[src/rtl/bus_arb2.sv]
// bus_arb2: two-port round-robin master for the internal register bus.
// Issues one strobe per granted transaction, then waits for the matching ack or a timeout.
module bus_arb2 #(
    parameter int ADDRWIDTH = 16,
    parameter int DATAWIDTH = 32,
    parameter int TIMEOUT   = 255
) (
    input  logic                 bus_clk,
    input  logic                 bus_reset_l,
    input  logic                 m0_req,
    input  logic                 m0_we,
    input  logic [ADDRWIDTH-1:0] m0_addr,
    input  logic [DATAWIDTH-1:0] m0_wr_data,
    output logic                 m0_done,
    output logic [DATAWIDTH-1:0] m0_rd_data,
    output logic                 m0_err,
    input  logic                 m1_req,
    input  logic                 m1_we,
    input  logic [ADDRWIDTH-1:0] m1_addr,
    input  logic [DATAWIDTH-1:0] m1_wr_data,
    output logic                 m1_done,
    output logic [DATAWIDTH-1:0] m1_rd_data,
    output logic                 m1_err,
    output logic [ADDRWIDTH-1:0] bus_addr,
    output logic                 bus_re,
    output logic                 bus_we,
    output logic [DATAWIDTH-1:0] bus_wr_data,
    input  logic [DATAWIDTH-1:0] bus_rd_data,
    input  logic                 bus_rd_ack,
    input  logic                 bus_wr_ack,
    output logic                 busy
);
    // state | meaning
    // IDLE  | no transaction; arbitrate on req
    // ISSUE | read or write strobe on the bus for this one cycle
    // WAIT  | strobes low, waiting for the matching ack or timeout
    // DONE  | grantee sees its one-cycle done pulse
    localparam logic [1:0] ST_IDLE  = 2'd0;
    localparam logic [1:0] ST_ISSUE = 2'd1;
    localparam logic [1:0] ST_WAIT  = 2'd2;
    localparam logic [1:0] ST_DONE  = 2'd3;

    localparam int               CNT_W   = $clog2(TIMEOUT + 1);
    localparam logic [CNT_W-1:0] CNT_MAX = CNT_W'(TIMEOUT);

    logic [1:0]           state;
    logic                 last_grant;
    logic                 grant;
    logic                 we_q;
    logic [CNT_W-1:0]     cnt;
    logic                 pick;
    logic                 pick_we;
    logic                 ack_hit;
    logic                 cnt_hit;
    logic                 fin;
    logic                 fin_err;
    logic [DATAWIDTH-1:0] fin_data;

    // With both requesting, the port that did not win last time goes next.
    assign pick     = (m0_req & m1_req) ? ~last_grant : m1_req;
    assign pick_we  = pick ? m1_we : m0_we;
    assign ack_hit  = we_q ? bus_wr_ack : bus_rd_ack;
    assign cnt_hit  = (cnt == CNT_MAX);
    assign fin      = ((state == ST_ISSUE) & ack_hit) |
                      ((state == ST_WAIT) & (ack_hit | cnt_hit));
    assign fin_err  = (state == ST_WAIT) & ~ack_hit & cnt_hit;
    assign fin_data = fin_err ? '0 : bus_rd_data;
    assign busy     = (state != ST_IDLE);

    always_ff @(posedge bus_clk or negedge bus_reset_l) begin
        if (!bus_reset_l) begin
            state       <= ST_IDLE;
            last_grant  <= 1'b1;
            grant       <= 1'b0;
            we_q        <= 1'b0;
            cnt         <= '0;
            bus_addr    <= '0;
            bus_wr_data <= '0;
            bus_re      <= 1'b0;
            bus_we      <= 1'b0;
        end else begin
            case (state)
                ST_IDLE: begin
                    if (m0_req | m1_req) begin
                        grant       <= pick;
                        last_grant  <= pick;
                        we_q        <= pick_we;
                        bus_addr    <= pick ? m1_addr : m0_addr;
                        bus_wr_data <= pick ? m1_wr_data : m0_wr_data;
                        bus_re      <= ~pick_we;
                        bus_we      <= pick_we;
                        state       <= ST_ISSUE;
                    end
                end
                ST_ISSUE: begin
                    bus_re <= 1'b0;
                    bus_we <= 1'b0;
                    cnt    <= '0;
                    state  <= fin ? ST_DONE : ST_WAIT;
                end
                ST_WAIT: begin
                    if (fin) begin
                        state <= ST_DONE;
                    end else if (!cnt_hit) begin
                        cnt <= cnt + 1'b1;
                    end
                end
                ST_DONE: state <= ST_IDLE;
                default: state <= ST_IDLE;
            endcase
        end
    end

    // Read data only moves on a read completion or a timeout; writes leave it alone.
    always_ff @(posedge bus_clk or negedge bus_reset_l) begin
        if (!bus_reset_l) begin
            m0_done    <= 1'b0;
            m1_done    <= 1'b0;
            m0_err     <= 1'b0;
            m1_err     <= 1'b0;
            m0_rd_data <= '0;
            m1_rd_data <= '0;
        end else begin
            m0_done <= fin & ~grant;
            m1_done <= fin & grant;
            m0_err  <= fin & ~grant & fin_err;
            m1_err  <= fin & grant & fin_err;
            if (fin & ~grant & (~we_q | fin_err)) begin
                m0_rd_data <= fin_data;
            end
            if (fin & grant & (~we_q | fin_err)) begin
                m1_rd_data <= fin_data;
            end
        end
    end

endmodule
[config.mk]
export PLATFORM = sky130hd
export DESIGN_NAME = bus_arb2
export DESIGN_NICKNAME = d
export VERILOG_FILES = /design/src/rtl/bus_arb2.sv
export SDC_FILE = /design/constraint.sdc
export NUM_CORES = 1
export LEC_CHECK = 0
export ABC_CLOCK_PERIOD_IN_PS = 2100
export BUFFER_PORTS_ARGS = -buffer_cell sky130_fd_sc_hd__buf_2
export CAP_MARGIN = 20
export CORE_MARGIN = 2
export CORE_UTILIZATION = 47
export CTS_CLUSTER_DIAMETER = 100
export DETAILED_ROUTE_END_ITERATION = 10
export PLACE_DENSITY = 0.8
export SLEW_MARGIN = 20
export SYNTH_ARGS = -nofsm -noshare
export SYNTH_HDL_FRONTEND = slang
export SYNTH_SLANG_ARGS = --single-unit
[constraint.sdc]
create_clock -name bus_clk -period 2.1 [get_ports bus_clk]
set_input_delay 0.105 -clock bus_clk [delete_from_list [all_inputs] [get_ports bus_clk]]
set_output_delay 0.105 -clock bus_clk [all_outputs]
set_load 0.02 [all_outputs]
==> flow_summary.yaml <==
run_status:
  status: "finished clean"
grt:
  grt_busiest_layer: "met2"
  grt_overflow: 0
  grt_pass1_vias: 5990
  grt_max_degree: 75
  grt_pass1_wl_mm: 31.5
  grt_usage: 0.324
  met2_usage: 0.562
  antenna_found_initial: 1
  met1_usage: 0.362
  use_met3: 0.0902
yosys:
  synth.distinct_cells: 43
  syn_inst: 450
  syn-num-nets: 590
  yosys_warnings: 0
  syn_area_um2: 5500
  synth_seq_cells: 131
  avgSynthCellArea_um2: 12.2
  ys_seq_area_frac: 0.596
place:
  io_buffers: 254
  gp_congestion: 0.842
  place_area_um2: 7050
  dp_slack_ps: 14.0
  dp_hpwl_mm: 11.1
setup_path:
  reg2reg_setup_slack_ps: 70
  crit_fanout: 19
  crit_path_start_kind: "input pin"
  path_buf_inv: 5
  worstPathCellList: "dlygate4sd3_1, buf_2, a21boi_4, buf_12, buf_12, mux2i_4, dlygate4sd3_1, o21ai_1"
  end_kind: "register"
  worstPathRequired_ps: 2390
  worstSetupPathType: "in2reg"
  arrival_ps: 2380
  max_stage_delay_ps: 560
  crit_path_top_delay_cell: "dlygate4sd3_1"
  crit_family: "buffers and inverters"
route:
  wire_per_inst_um: 20.5
  vias_per_cell: 5.69
  drtIter0Drc: 477
  route.final.wire_length_mm: 20.3
  firstDrtPassIters: 6
  drc: 0
  vias: 5620
  ant_nets: 0
layout:
  area_delta_synth_final_pct: 61.9
  final_nets: 970
  fillers: 642
  final_layout_size_suffix_gt1_frac: 0.378
  final_common_cell: "buf_2"
  final_util: 0.781
  fin_area_um2: 8910
  layout_common_cells: "253 x buf_2, 130 x dfrtp_1, 120 x dlygate4sd3_1"
timing:
  setup_viol: 0
  fin_crit_sh: 0.992
  min_period_ps: 2080
  hold-worst-slack_ps: 17.0
  setup_slack_ps: 16.3
  maxSlewViolCount: 0
  slew_headroom: 0.384
  finClkSkew_ps: 11.0
  rsz0062_at_grt: "true"
  hold_viol_final: 0
  fmax_mhz: 480
  worst_pin_slew_ps: 921
clock_network:
  h-tree-depth: 4
  cts_tree: "done"
  clockBufferDepth: 2
  cts_root_buf: "clkbuf_16"
  cts.reportedPaths.clkPinSlew_ps: 60
  cts_sinks: 131
  clkLatencyLatePin_ps: 420
  cts_buffers: 17
die:
  dieArea_um2: 12600
  initial_core_util: 0.482
  ioPinCount: 255
  rows: 39
  coreArea_um2: 11400
  die_y_um: 112
  die_w_um: 112
pwr:
  power.leakage_nw: 4.59
  p_per_area_nw_per_um2: 1480
  power_mw: 13.2
  ir_worst_vdd_v: 0.00111
run:
  drv_cap: 0
worst_hold_path:
  min_path_type: "in2reg"
## report_power, final
part	switching, mW	total [mW]	internal [mW]	leakage, nW
Sequential	0.772	4.38	3.61	1.66
Combinational	3.44	5.67	2.23	2.64
Clock	1.22	3.12	1.90	0.298
Total	5.43	13.2	7.74	4.59
## logic make-up after synthesis
| kind of cell | after synthesis | share of synthesized area |
|---|---|---|
| adders and majority gates | 4 | 0.00909 |
| xor gates and xnor gates | 1 | 0.00159 |
| muxes | 50 | 0.0932 |
| AOI/OAI and AO/OA | 143 | 0.190 |
| DFF | 131 | 0.596 |
| and+or+nand+nor | 86 | 0.0759 |
| buffers and inverters | 35 | 0.0348 |
## metal layers
layer | routed length (um) | vias to the layer above
met1 | 7270 | 2736
met3 | 1840 | 79
met5 | 0 | -
met2 | 10200 | 397
li1 | - | 2408
met4 | 968 | 0
## worst reg2reg max path: stages (launching register included)
cell and delay, ps:
dfstp_2 390, a21boi_4 210, buf_12 220, buf_12 190, mux2i_4 250, dlygate4sd3_1 570, o21ai_1 80
## stage by stage
step / TNS, ps / std cells
after global placement: 0 / 832
after CTS: 0 / 984
after global routing: -36.7 / 987
after detailed placement: 0 / 832
final: 0 / 987
after floorplan: 0 / 450
## cells in the mapped netlist
master      n  area, um2
dfrtp_1   130       3250
buf_4       1       7.51
a31o_1      2       17.5
o31ai_1     4       30.0
nand4_1     1       6.26
a21boi_1    1       7.51
nand2b_1    2       12.5
o21ai_1    54        270
mux2i_1    49        490
and2_1      1       6.26
o221ai_1    1       8.76
nand3_4     1       17.5
nor4b_2     1       15.0
buf_2       9       45.0
nand2_1    58        218
o221a_1     1       11.3
and3_1      4       25.0
dfstp_2     1       26.3
buf_1       2       7.51
nand4_2     1       12.5
o211ai_4    1       21.3
nor4bb_1    1       10.0
o22ai_4     1       20.0
nor2b_1     3       18.8
a41oi_1     1       8.76
clkbuf_1   13       48.8
mux2i_4     1       22.5
nor2_1      7       26.3
nand3b_4    1       20.0
nand3_1     3       15.0
o211ai_1    3       22.5
xor2_1      1       8.76
a21oi_1     3       15.0
a31oi_1     2       12.5
a22oi_1     1       7.51
o21bai_1    1       7.51
or3_1       1       6.26
buf_6       6       67.6
inv_1       4       15.0
ha_1        4       50.1
and4_1      1       8.76
a22o_1     66        578
o21ai_0     1       5.00
## what timing repair did
item | in CTS | in global routing
resized for setup | 1 | 5
hold endpoints to repair | 239 | 0
pin swaps | 0 | 3
hold buffers | 120 | 0
setup endpoints to repair | 13 | 78
buffers inserted | 0 | 2
## area by class of cell
| cell class | instances | area (um2) | share of cell area |
|---|---|---|---|
| inverters | 4 | 15.0 | 0.00168 |
| multi-input cells | 284 | 2110 | 0.236 |
| clock buffers | 17 | 425 | 0.0477 |
| flip-flops and latches | 131 | 3280 | 0.368 |
| repair buffers | 392 | 2710 | 0.304 |
| diodes | 1 | 2.50 | 0.000281 |
| well taps | 143 | 179 | 0.0201 |
| clock inverters | 15 | 195 | 0.0219 |
## registers in the layout, summed over array words and instances (netlist names)
register	flops
m1_err	1
bus_we	1
we_q	1
state	2
grant	1
m1_done	1
bus_re	1
bus_addr	16
last_grant	1
cnt	8
m0_done	1
m0_rd_data	32
m1_rd_data	32
bus_wr_data	32
m0_err	1
## worst paths after layout
check | startpoint | end | cells after the start
max | m0_req | bus_wr_data[12] | 8
min | m1_wr_data[2] | bus_wr_data[2] | 3
max reg2reg | last_grant | bus_wr_data[12] | 6
min reg2reg | bus_addr[2] | bus_addr[2] | 2
max in group asynchronous | bus_reset_l | bus_wr_data[30] | 3
min in group asynchronous | bus_reset_l | m0_rd_data[6] | 2
Note: power is estimated with default switching activity, not from simulation.
